<file path="config.mk">
export PLATFORM = sky130hd
export DESIGN_NAME = pcileech_tx_gearbox_flat
export DESIGN_NICKNAME = d
export VERILOG_FILES = /design/src/rtl/pcileech_tx_gearbox_if.sv /design/src/rtl/pcileech_tx_gearbox.sv /design/src/flat_wrapper.sv
export SDC_FILE = /design/constraint.sdc
export NUM_CORES = 1
export LEC_CHECK = 0
export ABC_AREA = 0
export CAP_MARGIN = 20
export CORE_ASPECT_RATIO = 0.5
export CORE_UTILIZATION = 26
export CTS_BUF_LIST = sky130_fd_sc_hd__clkbuf_4 sky130_fd_sc_hd__clkbuf_8
export DETAILED_ROUTE_END_ITERATION = 12
export HOLD_SLACK_MARGIN = 0.12
export SYNTH_ARGS = -nofsm -noshare
export SYNTH_HDL_FRONTEND = slang
export SYNTH_SLANG_ARGS = --single-unit
</file>
<file path="constraint.sdc">
create_clock -name clk -period 22.4 [get_ports clk]
set_input_delay 2.24 -clock clk [delete_from_list [all_inputs] [get_ports clk]]
set_output_delay 2.24 -clock clk [all_outputs]
set_load 0.05 [all_outputs]
</file>
<file path="src/rtl/pcileech_tx_gearbox_if.sv">
// Valid/ready bundle between the per-channel word sources,
// the TX gearbox and the FT601 TX FIFO.
interface pcileech_tx_gearbox_if #(
  parameter int NUM_CH = 2,
  parameter int IN_W   = 256
);
  logic [NUM_CH*IN_W-1:0] in_data;
  logic [NUM_CH-1:0]      in_valid;
  logic [NUM_CH-1:0]      in_ready;
  logic [31:0]            out_data;
  logic                   out_valid;
  logic                   out_ready;

  modport master (
    output in_data, in_valid, out_ready,
    input  in_ready, out_data, out_valid
  );

  modport slave (
    input  in_data, in_valid, out_ready,
    output in_ready, out_data, out_valid
  );
endinterface

</file>
<file path="src/rtl/pcileech_tx_gearbox.sv">
// Round-robin N-channel wide-word to 32-bit gearbox that prefixes
// each burst after an idle gap with a MAGIC_WORD preamble.
module pcileech_tx_gearbox #(
  parameter int          NUM_CH     = 2,
  parameter int          IN_W       = 256,
  parameter int          MAGIC_CNT  = 5,
  parameter logic [31:0] MAGIC_WORD = 32'h66665555,
  parameter int          IDLE_CYC   = 16,
  localparam int         CW = (NUM_CH > 1) ? $clog2(NUM_CH) : 1
) (
  input  logic                clk,
  input  logic                rst,
  pcileech_tx_gearbox_if.slave bus,
  output logic [CW-1:0]       cur_ch,
  output logic [15:0]         stat_bursts
);

  localparam int         BEATS    = IN_W / 32;
  localparam logic [4:0] BLAST    = 5'(BEATS - 1);
  localparam logic [3:0] PLAST    = 4'(MAGIC_CNT - 1);
  localparam logic [7:0] IDLE_MAX = 8'(IDLE_CYC);

  typedef enum logic [1:0] {
    IDLE,
    PREAMBLE,
    SHIFT
  } state_t;

  state_t          state;
  logic [IN_W-1:0] sreg;
  logic [4:0]      beat;
  logic [3:0]      pcnt;
  logic [7:0]      idle_cnt;
  logic            burst_arm;
  logic            live;
  logic [CW-1:0]   last_grant;
  logic [CW-1:0]   gnt;
  logic            gnt_vld;
  logic            cap;
  logic            acc;

  // Lowest distance after last_grant wins: scan far-to-near so
  // the nearest valid channel is the last assignment.
  always_comb begin
    gnt     = '0;
    gnt_vld = 1'b0;
    for (int k = NUM_CH; k >= 1; k--) begin
      if (bus.in_valid[(int'(last_grant) + k) % NUM_CH]) begin
        gnt     = CW'((int'(last_grant) + k) % NUM_CH);
        gnt_vld = 1'b1;
      end
    end
  end

  assign cap = live && (state == IDLE) && gnt_vld;
  assign acc = bus.out_valid && bus.out_ready;

  always_comb begin
    bus.in_ready = '0;
    if (cap) bus.in_ready[gnt] = 1'b1;
  end

  always_ff @(posedge clk or posedge rst) begin
    if (rst) begin
      state         <= IDLE;
      sreg          <= '0;
      beat          <= '0;
      pcnt          <= '0;
      idle_cnt      <= '0;
      burst_arm     <= 1'b1;
      live          <= 1'b0;
      last_grant    <= CW'(NUM_CH - 1);
      cur_ch        <= '0;
      stat_bursts   <= '0;
      bus.out_data  <= '0;
      bus.out_valid <= 1'b0;
    end else begin
      live <= 1'b1;
      unique case (state)
        IDLE: begin
          if (cap) begin
            sreg          <= bus.in_data[int'(gnt)*IN_W +: IN_W];
            cur_ch        <= gnt;
            last_grant    <= gnt;
            idle_cnt      <= '0;
            beat          <= '0;
            pcnt          <= '0;
            bus.out_valid <= 1'b1;
            if (burst_arm && (MAGIC_CNT > 0)) begin
              state        <= PREAMBLE;
              bus.out_data <= MAGIC_WORD;
            end else begin
              state        <= SHIFT;
              bus.out_data <= bus.in_data[int'(gnt)*IN_W +: 32];
            end
          end else if (idle_cnt != IDLE_MAX) begin
            idle_cnt <= idle_cnt + 8'd1;
            if (idle_cnt + 8'd1 == IDLE_MAX) burst_arm <= 1'b1;
          end
        end
        PREAMBLE: begin
          if (acc) begin
            if (pcnt == PLAST) begin
              burst_arm    <= 1'b0;
              stat_bursts  <= stat_bursts + 16'd1;
              state        <= SHIFT;
              bus.out_data <= sreg[31:0];
            end else begin
              pcnt <= pcnt + 4'd1;
            end
          end
        end
        SHIFT: begin
          if (acc) begin
            if (beat == BLAST) begin
              state         <= IDLE;
              bus.out_valid <= 1'b0;
              bus.out_data  <= '0;
            end else begin
              beat         <= beat + 5'd1;
              sreg         <= sreg >> 32;
              bus.out_data <= sreg[63:32];
            end
          end
        end
        default: state <= IDLE;
      endcase
    end
  end

endmodule
</file>
<file path="src/flat_wrapper.sv">
// flat-port wrapper written by rule: the top's interface ports become plain ports
module pcileech_tx_gearbox_flat 
#(
  parameter int          NUM_CH     = 2,
  parameter int          IN_W       = 256,
  parameter int          MAGIC_CNT  = 5,
  parameter logic [31:0] MAGIC_WORD = 32'h66665555,
  parameter int          IDLE_CYC   = 16,
  localparam int         CW = (NUM_CH > 1) ? $clog2(NUM_CH) : 1
)
  (clk, rst, cur_ch, stat_bursts, bus_in_data, bus_in_valid, bus_out_ready, bus_in_ready, bus_out_data, bus_out_valid);
  pcileech_tx_gearbox_if #(.NUM_CH(NUM_CH), .IN_W(IN_W)) bus_i ();
  input  logic clk;
  input  logic rst;
  output logic [CW-1:0] cur_ch;
  output logic [15:0] stat_bursts;
  input wire logic [$bits(bus_i.in_data)-1:0] bus_in_data;
  input wire logic [$bits(bus_i.in_valid)-1:0] bus_in_valid;
  input wire logic [$bits(bus_i.out_ready)-1:0] bus_out_ready;
  output wire logic [$bits(bus_i.in_ready)-1:0] bus_in_ready;
  output wire logic [$bits(bus_i.out_data)-1:0] bus_out_data;
  output wire logic [$bits(bus_i.out_valid)-1:0] bus_out_valid;
  assign bus_i.in_data = bus_in_data;
  assign bus_i.in_valid = bus_in_valid;
  assign bus_i.out_ready = bus_out_ready;
  assign bus_in_ready = bus_i.in_ready;
  assign bus_out_data = bus_i.out_data;
  assign bus_out_valid = bus_i.out_valid;
  pcileech_tx_gearbox #(.NUM_CH(NUM_CH), .IN_W(IN_W), .MAGIC_CNT(MAGIC_CNT), .MAGIC_WORD(MAGIC_WORD), .IDLE_CYC(IDLE_CYC)) u_core (.clk(clk), .rst(rst), .bus(bus_i), .cur_ch(cur_ch), .stat_bursts(stat_bursts));
endmodule
</file>
Word level (Yosys, flattened, before mapping). Cells that the tools add are included. Widths: inputs -> output; s select.

Bits in registers: 328. Input port bits: 517. Logic and storage cells: 111.

$add $sub $neg: 6. $lt $le $gt $ge: 4. Equality and inequality tests: 16. Shifts and indexed selects: 2. Mux-type cells: 51. Bitwise gates (word level): 2. Reductions and logical operators: 18.

Operators with widths (number): $mux 256 (3); $pmux 256 s2 (1); $shiftx 512x10->256 (1); $shiftx 512x10->32 (1); $mux 32 (6); $pmux 32 s3 (1); $mux 1 (19); $add 16x1->16 const B (1); $mux 8 (2); $mux 5 (3); $mux 2 (7); $mux 4 (3); $reduce_and 4->1 (3); $ne 2x1->1 const B (5); $ne 2x2->1 const B (5); $pmux 5 s2 (1); $reduce_and 5->1 (2); $add 8x1->8 const B (1); $eq 8x5->1 const B (1); $ne 8x5->1 const B (1); $pmux 4 s2 (1); $lt 2x3->1 const B (2); $pmux 2 s3 (1); $reduce_and 6->1 (1); 18 further kinds (27).

Logic depth before layout (Yosys ltp). Gate-level depths: netlist of the first run.

Depth after elaboration: 12. Gate-level depth with buffers: 10. Depth with buffers taken out: 6.

Worst setup path after synthesis of the first run. OpenSTA, ideal clock, no wires.

Kind: input port to output port. Start point: input bus_in_valid[1]. End point: output bus_in_ready[0]. Arrival time: 3649 ps. Data required time: 20160 ps. Slack: 16511 ps. Cell stages on the path: 6. Path through: a21boi_1 -> buf_2 -> buf_4 -> buf_4 -> buf_4 -> nor2_1.

Cells in the longest elaborated chain, start to end: 10. Elaborated cells on any way between the ends: 17. Those cells by class: 2 x order compare; 13 x mux; 2 x reduce/logical.

RTL lines: start, declared (RTL line flat_wrapper.sv:18) `input wire logic [$bits(bus_i.in_valid)-1:0] bus_in_valid;`; $mux 1 (implied by the code) (3 in a row) (RTL line pcileech_tx_gearbox.sv:48) `if (bus.in_valid[(int'(last_grant) + k) % NUM_CH]) begin`; $mux 1 (2 in a row) (RTL line pcileech_tx_gearbox.sv:48); $lt 1x2->1 (implied by the code) or $ge 1x1->1 (tied branches) (RTL line pcileech_tx_gearbox.sv:60) `if (cap) bus.in_ready[gnt] = 1'b1;`; $logic_and 1x1->1 (implied by the code) (RTL line pcileech_tx_gearbox.sv:60); $mux 1 (implied by the code) (RTL line pcileech_tx_gearbox.sv:60); $demux 1 s1; $mux 2 (*) (RTL line pcileech_tx_gearbox.sv:60); end, declared (RTL line flat_wrapper.sv:20) `output wire logic [$bits(bus_i.in_ready)-1:0] bus_in_ready;`.

Mark *: on every way between the ends. The rest lies on a longest branch, timed or not. The select of a mux whose other input is x is not followed.

Worst setup path in the final report of the first run.
Start point: input bus_in_valid[1]. End point: output bus_in_ready[1].

The elaborated chain is that of the path after synthesis.

==> results of run 1 <==
==> Yosys cell counts (14+ instances only) <==
cell type	number	area share [%]
a221o_1	32	1.7
nor2_1	44	0.90
dfrtp_1	326	44
clkbuf_1	69	1.4
buf_2	32	0.87
a21oi_1	23	0.63
mux2_4	14	1.1
mux2_2	197	12
buf_6	14	0.86
buf_4	20	0.82
o21ba_2	15	0.82
o31ai_1	16	0.65
nand3_1	28	0.76
mux2i_1	262	14
xnor2_1	14	0.67
o2bb2ai_1	32	1.5
nand2_1	262	5.4
o21ai_0	218	5.9
a32oi_1	16	0.76
==> final timing paths <==
check | start | cells past startpoint | end | slack, ns
setup / recovery | bus_in_valid[1] | 4 | bus_in_ready[1] | 15.45
hold / removal | u_core.cur_ch$_DFFE_PP0N_ | 1 | u_core.cur_ch$_DFFE_PP0N_ | 0.48
setup reg to reg | u_core.last_grant$_DFFE_PP1N_ | 7 | u_core.sreg[174]$_DFFE_PP0P_ | 17.97
hold reg to reg | u_core.cur_ch$_DFFE_PP0N_ | 1 | u_core.cur_ch$_DFFE_PP0N_ | 0.48
max in group asynchronous | rst | 3 | u_core.sreg[202]$_DFFE_PP0P_ | 18.58
min in group asynchronous | rst | 2 | u_core.sreg[96]$_DFFE_PP0P_ | 2.14
==> cells in the final DEF (no fill, tap or decap), types with 2 or more instances in the layout <==
master,netlist,final
a21o_1,3,3
a21oi_1,23,23
a221o_1,32,32
a32oi_1,16,16
and2_1,4,4
and3_1,7,6
and4_1,3,3
buf_4,20,17
clkbuf_4,0,18
clkbuf_8,0,63
clkdlybuf4s50_1,0,568
clkinv_2,0,9
dfrtp_1,326,326
dfstp_2,2,2
diode_2,0,3
ha_1,10,9
inv_1,13,12
mux2_2,197,197
mux2_4,14,14
mux2i_1,262,262
nand2_1,262,261
nand2b_1,5,5
nand3_1,28,28
nand4_1,7,7
nor2_1,44,44
nor3_1,5,5
o21ai_0,218,218
o21ai_2,2,2
o21ba_2,15,15
o2bb2ai_1,32,32
o31ai_1,16,16
or3_1,2,2
xnor2_1,14,14
xor2_1,6,6
==> metal layers <==
metal  vias up  wire (µm)  global-route usage, %
li1       7260          -                      -
met1      7504      28030                  22.73
met2       293      34990                  32.05
met3        96       2314                  2.405
met4         0       1540                  4.687
met5         -          0                      0
==> power breakdown <==
group          switching [mW]  total [mW]  internal [mW]
Combinational           0.743        1.43          0.691
Clock                   0.256       0.540          0.284
Sequential              0.183        1.05          0.870
==> per-stage QoR <==
stage	worst slack [ns]	util [%]	hold WS (ns)	instance area, µm²	power, mW
2_1_floorplan	11.08	-	0.4565	18360	2.073
3_3_place_gp	15.46	35.56	0.4662	24690	2.470
3_5_place_dp	15.42	35.56	0.4739	24690	2.501
4_1_cts	15.42	37.10	0.4893	25750	3.052
5_1_grt	15.31	37.14	0.4969	25790	3.222
6_report	15.45	37.15	0.4823	25790	3.028
==> flip-flops by register name, summed over array words and instances (netlist names) <==
signal                count
u_core.live               1
u_core.last_grant         1
u_core.bus.out_data      32
u_core.pcnt               4
u_core.state              2
u_core.burst_arm          1
u_core.stat_bursts       16
u_core.bus.out_valid      1
u_core.idle_cnt           8
u_core.sreg             256
u_core.beat               5
u_core.cur_ch             1
==> logic make-up (layout without fill, tap and decap cells) <==
kind of cell               after synthesis  in the layout  share of synthesized area (%)
AOI/OAI and AO/OA                      373            373                          13.11
buffers and inverters                  150            692                          4.266
other                                    1              4                        0.02042
adders and majority gates               10             10                         0.6814
DFF                                    328            328                          44.72
muxes                                  473            473                          27.51
and+or+nand+nor                        378            378                          8.743
xor gates and xnor gates                20             20                         0.9540
==> area by class of cell <==
| type | instances | area (µm²) |
|---|---|---|
| fillers | 6988 | 43640 |
| repair buffers | 587 | 5861 |
| multi-input cells | 1255 | 9409 |
| well taps | 945 | 1182 |
| clock inverters | 11 | 61.31 |
| inverters | 13 | 56.30 |
| clock buffers | 81 | 1002 |
| flip-flops and latches | 328 | 8210 |
| diodes | 3 | 7.507 |
==> run_results.csv, run 1 <==
group,metric,value,unit
yosys,yosys.cell_types.count,61,
timing,tightest_slew,1.105,ns
clock_tree,cts_tree,"done",
floorplan,row_count,68,
drt,vias,15150,
power_and_ir_drop,power.static_leakage,10.55,nW
clock_tree,cts.sinks,328,
timing,slew_headroom,25.91,%
global_routing,grt_overflow,0,
yosys,syn_avg_cell_area,10.60,µm²
setup_path,cp_cell_sequence,"clkdlybuf4s50_1 > a21boi_4 > and3_1 > clkdlybuf4s50_1",
yosys,yosys_most_used_dff,"dfrtp_1",
floorplan,core-area,0.06943,mm²
place,port_buffers,568,
final_layout,final_cell_count_no_fill,3223,
final_layout,nNetsFinal,2765,
power_and_ir_drop,vdd_drop_max,77.41,µV
drt,antenna_left,0,
global_routing,grt_pass1_wl,97370,µm
power_and_ir_drop,p_per_area,117.4,mW/mm²
flow_run,maxCapViolCount,0,
yosys,async_flop_share,100.0,%
yosys,synth.yosys.seq_area_share,44.72,%
drt,postRouteWirelength,66870,µm
setup_path,cp.required,20.16,ns
setup_path,path_max_fanout,25,
yosys,yosysWarnings,0,
drt,avgViaCountPerCell,4.702,
timing,setup_viol,0,
timing,fin_tns_setup,0,ns
status,outcome,"completed",
global_routing,grt_pass1_vias,15240,
timing,min_period,6.951,ns
floorplan,die_y,189.9,µm
yosys,syn_inst,1733,
clock_tree,cts_buffers,53,
global_routing,grt_antenna_before_repair,3,
drt,wl_per_cell,20.75,µm
setup_path,worstSetupPathType,"input pin to output port",
clock_tree,ctsResizeCount,0,
floorplan,initial_utilization,26.45,%
setup_path,start_kind,"input pin",
setup_path,slowest_delay,0.83,ns
setup_path,crit_path_end_kind,"output port",
global_routing,grt_max_degree,226,
timing,slew_violations,0,
drt,drc,0,
clock_tree,postCtsHoldBufs,0,
floorplan,num_io_pins,569,
drt,drtPass1Iterations,6,
yosys,netlist_area,0.01836,mm²
clock_tree,cts_setup_buffers,0,
timing,hold_viol_final,0,
clock_tree,clk_pin_slew,0.07,ns
place,post-place-cells,3127,
place,hpwlAfterDp,49200,µm
timing,rsz0062_at_grt,"false",
floorplan,dieArea,0.07175,mm²
clock_tree,worst_skew_pair.late_latency,0.64,ns
timing,finalCritPeriodShare,31.03,%
drt,drt-initial-drc-count,1089,
clock_tree,root_buffer,"clkbuf_8",
yosys,synth_edf_count,0,
setup_path,worstPathArrival,4.71,ns
place,place_congestion,0.8360,
setup_path,worst_path_max_delay_cell,"clkdlybuf4s50_1",
timing,fmax,0.1439,GHz
yosys,syn_nets,2260,
clock_tree,cts.htree.levels,2,
floorplan,die_w,377.8,µm
setup_path,cp_top_family,"buffers and inverters",
hold_path,min_path_type,"flop to flop",
setup_path,path_buf_inv,2,
clock_tree,clk_path_buf_depth,3,
setup_path,cp_common_cell,"clkdlybuf4s50_1",
yosys,ys_ff_latch,328,
final_layout,area_growth,40.46,%
final_layout,drive_gt1_share,15.60,%
timing,fin_skew,0.05131,ns
global_routing,track_usage,17.95,%
Power figures use the tool's default switching activity.
==> run 2: changes to the inputs <==
Clock period 22.4 ns to 6.18 ns, I/O delays scaled along.
==> run 2 against run 1 <==
Via count shrank 1.5%. Die area is the same. Register-to-register slack lost 15 ns. Sequential share of layout area shrank 0.099 points. Highest routed layer unchanged. Count of clock-buffer cells in the layout grew 2. Total power grew to 3.6 times the previous value. Clock skew shrank 0.018 ns. Sequential power grew to 3.6 times the previous value. Non-clock buffer count is the same. Core utilization grew 0.12 points. Design area grew 0.31%. Final cell count is the same.
==> run_results.csv, run 2 (synthesis results as in run 1) <==
group,metric,value,unit
power_and_ir_drop,p_int,6.769,mW
setup_path,cp_top_family,"buffers and inverters",
floorplan,die_w,377.8,µm
clock_tree,cts_setup_buffers,0,
setup_path,cp.required,6.64,ns
global_routing,grt_pass1_vias,15260,
place,post-place-cells,3128,
timing,fmax,0.2704,GHz
setup_path,crit_cells,7,
setup_path,path_buf_inv,3,
drt,wl_per_cell,20.01,µm
drt,vias,14930,
setup_path,slowest_delay,0.70,ns
timing,setup_viol,0,
place,post-place-ws,2.518,ns
place,port_buffers,568,
global_routing,grt_antenna_before_repair,2,
setup_path,cp_cell_sequence,"inv_1 > ha_4 > inv_1 > o21ai_2 > nand2_8 > buf_12 > mux2_2",
drt,drt-initial-drc-count,1041,
setup_path,worstSetupPathType,"flop to flop",
timing,min_period,3.698,ns
timing,fin_skew,0.03355,ns
final_layout,drive_gt1_share,15.64,%
drt,postRouteWirelength,64500,µm
timing,finalCritPeriodShare,59.84,%
floorplan,core-area,0.06943,mm²
power_and_ir_drop,power.switching,4.218,mW
timing,hold_viol_final,0,
global_routing,grt_pass1_wl,95050,µm
final_layout,largest_reg_flops,256,
drt,antenna_left,0,
timing,slew_headroom,35.64,%
setup_path,start_kind,"flop",
final_layout,final_cell_count_no_fill,3223,
clock_tree,postCtsHoldBufs,0,
timing,fin_tns_setup,0,ns
final_layout,final_cell_mix,"clkdlybuf4s50_1 (568), dfrtp_1 (326), mux2i_1 (262)",
place,hpwlAfterDp,48330,µm
hold_path,min_path_type,"flop to flop",
drt,drtPass1Iterations,5,
power_and_ir_drop,switching_share,38.39,%
setup_path,path_max_fanout,121,
clock_tree,root_buffer,"clkbuf_8",
power_and_ir_drop,vdd_drop_max,336.8,µV
clock_tree,cts_tree,"done",
final_layout,regMostFlops,"u_core.sreg",
power_and_ir_drop,sequentialPowerShare,34.5,%
drt,avgViaCountPerCell,4.631,
final_layout,reg_top3,"u_core.sreg (256), u_core.bus.out_data (32), u_core.stat_bursts (16)",
clock_tree,clk_path_buf_depth,3,
drt,drc,0,
power_and_ir_drop,p_per_area,424.7,mW/mm²
global_routing,grt_max_degree,226,
timing,worst_slack,2.482,ns
setup_path,rr_worst_depth,7,
global_routing,grt_overflow,0,
final_layout,final_common_cell,"clkdlybuf4s50_1",
clock_tree,ctsResizeCount,0,
floorplan,dieArea,0.07175,mm²
clock_tree,worst_skew_pair.late_latency,0.60,ns
clock_tree,cts_buffers,53,
setup_path,cp_common_cell,"inv_1",
place,place_congestion,0.8305,
floorplan,num_io_pins,569,
power_and_ir_drop,combPwrFrac,47.2,%
hold_path,holdPathStages,1,
floorplan,row_count,68,
floorplan,die_y,189.9,µm
clock_tree,clk_pin_slew,0.07,ns
status,outcome,"completed",
setup_path,worstPathArrival,4.16,ns
timing,slew_violations,0,
setup_path,worst_path_max_delay_cell,"ha_4",
setup_path,crit_path_end_kind,"flop",
floorplan,initial_utilization,26.45,%
power_and_ir_drop,power.static_leakage,10.58,nW
global_routing,track_usage,17.37,%
timing,rsz0062_at_grt,"false",
clock_tree,cts.sinks,328,
final_layout,nNetsFinal,2765,
flow_run,maxCapViolCount,0,
power_and_ir_drop,clkPwrFrac,18.2,%
timing,tightest_slew,0.9653,ns
clock_tree,cts.htree.levels,2,
final_layout,fillers,6985,
final_layout,area_growth,40.89,%
run 2: metal layers:
metal,up-vias,GRT usage [%],part of all wire (%)
li1,7273,-,-
met4,0,4.921,2.4
met5,-,0,0
met3,87,2.070,2.5
met1,7314,21.97,43
met2,252,31.07,52
run 2: metrics by stage:
step	hold slack, ns	utilization (%)	total power [mW]	area, µm²
after CTS	0.4913	37.25	11.09	25860
after global placement	0.4685	35.64	8.915	24750
after global routing	0.4996	37.26	11.70	25870
final	0.4862	37.26	10.99	25870
after floorplan	0.4565	-	7.514	18370
after detailed placement	0.4737	35.64	9.044	24750
run 2: final timing paths:
kind	end	slack, ns	start
setup / recovery	u_core.sreg[192]$_DFFE_PP0P_	2.48	u_core.state[0]$_DFFE_PP0P_
hold / removal	u_core.stat_bursts[15]$_DFFE_PP0P_	0.49	u_core.stat_bursts[15]$_DFFE_PP0P_
setup reg to reg	u_core.sreg[192]$_DFFE_PP0P_	2.48	u_core.state[0]$_DFFE_PP0P_
hold reg to reg	u_core.stat_bursts[15]$_DFFE_PP0P_	0.49	u_core.stat_bursts[15]$_DFFE_PP0P_
max in group asynchronous	u_core.sreg[35]$_DFFE_PP0P_	4.17	rst
min in group asynchronous	u_core.sreg[95]$_DFFE_PP0P_	0.55	rst
run 2: power groups by stage:
stage	Clock (mW)	Combinational, mW	Sequential [mW]
after floorplan	0	3.60	3.91
after global placement	0	5.14	3.78
after detailed placement	0	5.24	3.81
after CTS	2.07	5.24	3.78
after global routing	2.16	5.64	3.90
final	2.00	5.19	3.80
run 2: area by class of cell:
type                    instances  area (µm²)  share of cell area, %
diodes                          2       5.005                0.01935
clock buffers                  83        1042                  4.029
clock inverters                10       77.57                 0.2999
inverters                      13       52.55                 0.2031
multi-input cells            1255        9409                  36.37
flip-flops and latches        328        8210                  31.74
well taps                     945        1182                  4.571
repair buffers                587        5891                  22.77
==> run 3: changes to the inputs <==
Clock period 6.18 ns to 3 ns, I/O delays scaled along.
==> run 3 against run 2 <==
Setup slack got worse by 2.0 ns. Critical endpoint is now u_core.sreg[131]$_DFFE_PP0P_. Non-clock buffer count increased by 40. Sequential share of layout area down 0.62 points. Critical path depth rose by 1. Total power rose by 110%. Highest routed layer unchanged. Count of clock-buffer cells in the layout increased by 2. Clock skew grew 0.0057 ns. First-iteration DRC count is 4.2% lower. Largest cell class unchanged.
==> run_results.csv, run 3 (synthesis results as in run 1) <==
group,metric,value,unit
floorplan,num_io_pins,569,
timing,slew_violations,0,
global_routing,grt_antenna_before_repair,4,
timing,min_period,2.489,ns
setup_path,cp.required,3.47,ns
clock_tree,root_buffer,"clkbuf_8",
setup_path,crit_path_end_kind,"flop",
place,port_buffers,568,
timing,rsz0062_at_grt,"false",
final_layout,final_cell_mix,"clkdlybuf4s50_1 (566), dfrtp_1 (326), mux2i_1 (262)",
drt,vias,15350,
clock_tree,cts_tree,"done",
drt,routed-wl-met2,34730,µm
place,hpwlAfterDp,50320,µm
floorplan,die_w,377.8,µm
clock_tree,cts.htree.levels,2,
drt,antenna_left,0,
floorplan,dieArea,0.07175,mm²
drt,drtPass1Iterations,7,
clock_tree,cts_buffers,54,
final_layout,final_common_cell,"clkdlybuf4s50_1",
timing,setup_viol,0,
setup_path,worst_path_max_delay_cell,"dfrtp_1",
setup_path,cp_cell_sequence,"inv_1 > ha_4 > inv_1 > o21ai_2 > nand2_8 > buf_12 > buf_12 > mux2_2",
floorplan,core-area,0.06943,mm²
global_routing,grt_max_degree,232,
final_layout,design_area,0.02639,mm²
floorplan,row_count,68,
hold_path,min_path_type,"input pin to flop",
drt,drt-initial-drc-count,997,
timing,slew_headroom,35.52,%
final_layout,finish.utilization,38.01,%
timing,fmax,0.4018,GHz
drt,wl_met3,2205,µm
drt,drc,0,
global_routing,track_usage,17.91,%
power_and_ir_drop,power.static_leakage,10.87,nW
setup_path,path_max_fanout,29,
floorplan,die_y,189.9,µm
flow_run,maxCapViolCount,0,
final_layout,regMostFlops,"u_core.sreg",
place,post-place-ws,0.3195,ns
setup_path,slowest_delay,0.41,ns
power_and_ir_drop,p_per_area,880.6,mW/mm²
drt,avgViaCountPerCell,4.698,
status,outcome,"completed",
timing,fin_skew,0.03930,ns
timing,finalCritPeriodShare,82.96,%
power_and_ir_drop,finalPower,23.24,mW
setup_path,r2r_start,"u_core.state[0]$_DFFE_PP0P_",
drt,top_layer,"met4",
global_routing,grt_pass1_vias,15570,
setup_path,crit_start,"u_core.state[0]$_DFFE_PP0P_",
final_layout,largest_reg_flops,256,
clock_tree,worst_skew_pair.late_latency,0.62,ns
clock_tree,clk_pin_slew,0.06,ns
clock_tree,clk_path_buf_depth,3,
clock_tree,cts.sinks,328,
final_layout,drive_gt1_share,17.13,%
drt,wl_met1,28220,µm
timing,hold_viol_final,0,
timing,tightest_slew,0.9672,ns
timing,worst_slack,0.5112,ns
timing,hold_ws,0.3312,ns
global_routing,grt_overflow,0,
drt,postRouteWirelength,66680,µm
hold_path,hold_start,"bus_in_data[235]",
setup_path,worstSetupPathType,"flop to flop",
place,place_congestion,0.8288,
place,placed_cell_area,0.02523,mm²
setup_path,worstPathArrival,2.96,ns
setup_path,cp_top_family,"buffers and inverters",
drt,wl_per_cell,20.41,µm
power_and_ir_drop,vdd_drop_max,766.0,µV
setup_path,start_kind,"flop",
final_layout,nNetsFinal,2806,
setup_path,path_buf_inv,4,
final_layout,reg_top3,"u_core.sreg (256), u_core.bus.out_data (32), u_core.stat_bursts (16)",
floorplan,initial_utilization,26.45,%
global_routing,grt_pass1_wl,97720,µm
final_layout,area_growth,43.72,%
## run 3: changes by cell type in the layout (fill, tap and decap cells not counted), moves of 2 or more
cell | previous run | this run
inv_6 | 0 | 2
clkbuf_4 | 16 | 18
buf_12 | 5 | 21
buf_4 | 14 | 39
clkdlybuf4s50_1 | 568 | 566
clkinv_2 | 8 | 6
diode_2 | 2 | 5
## run 3: power by group
| group | switching [mW] | internal [mW] |
|---|---|---|
| clock network | 1.93 | 2.31 |
| registers | 1.36 | 6.50 |
| logic | 5.65 | 5.48 |
| total | 8.94 | 14.3 |
## run 3: path summary, 6_finish.rpt
path / to / slack [ns] / cells past startpoint
max: u_core.sreg[131]$_DFFE_PP0P_ / 0.51 / 8
min: u_core.sreg[235]$_DFFE_PP0P_ / 0.33 / 3
max reg2reg: u_core.sreg[131]$_DFFE_PP0P_ / 0.51 / 8
min reg2reg: u_core.cur_ch$_DFFE_PP0N_ / 0.48 / 1
max in group asynchronous: u_core.sreg[144]$_DFFE_PP0P_ / 1.55 / 4
min in group asynchronous: u_core.idle_cnt[1]$_DFFE_PP0P_ / 0.57 / 3
## run 3: through the flow
| step | TNS (ns) | std cells |
|---|---|---|
| finish | 0 | 3267 |
| detailed placement | 0 | 3167 |
| global placement | 0 | 3167 |
| CTS | 0 | 3262 |
| floorplan | -547.71 | 1733 |
| global route | 0 | 3266 |
## run 3: tightest hold or removal path, cell delays in order
cell	delay (ns)
clkdlybuf4s50_1	0.39
mux2i_1	0.12
o2bb2ai_1	0.07
## run 3: cell type report
type | count | area [µm²]
clock inverters | 9 | 77.57
well taps | 945 | 1182
repair buffers | 627 | 6389
diodes | 5 | 12.51
multi-input cells | 1255 | 9408
flip-flops and latches | 328 | 8210
fillers | 6979 | 43040
clock buffers | 85 | 1057
inverters | 13 | 52.55
## run 3: timing repair
action / 4_1_cts / 5_1_grt
hold buffers: 1 / 0
resized for setup: 0 / 0
endpoints found under the hold margin: 8 / 0
buffers inserted: 0 / 0
## run 3: per-layer routing
metal	global-route usage, %	vias to the layer above
li1	-	7344
met1	22.97	7603
met2	31.78	307
met3	2.106	94
met4	4.827	0
met5	0	-
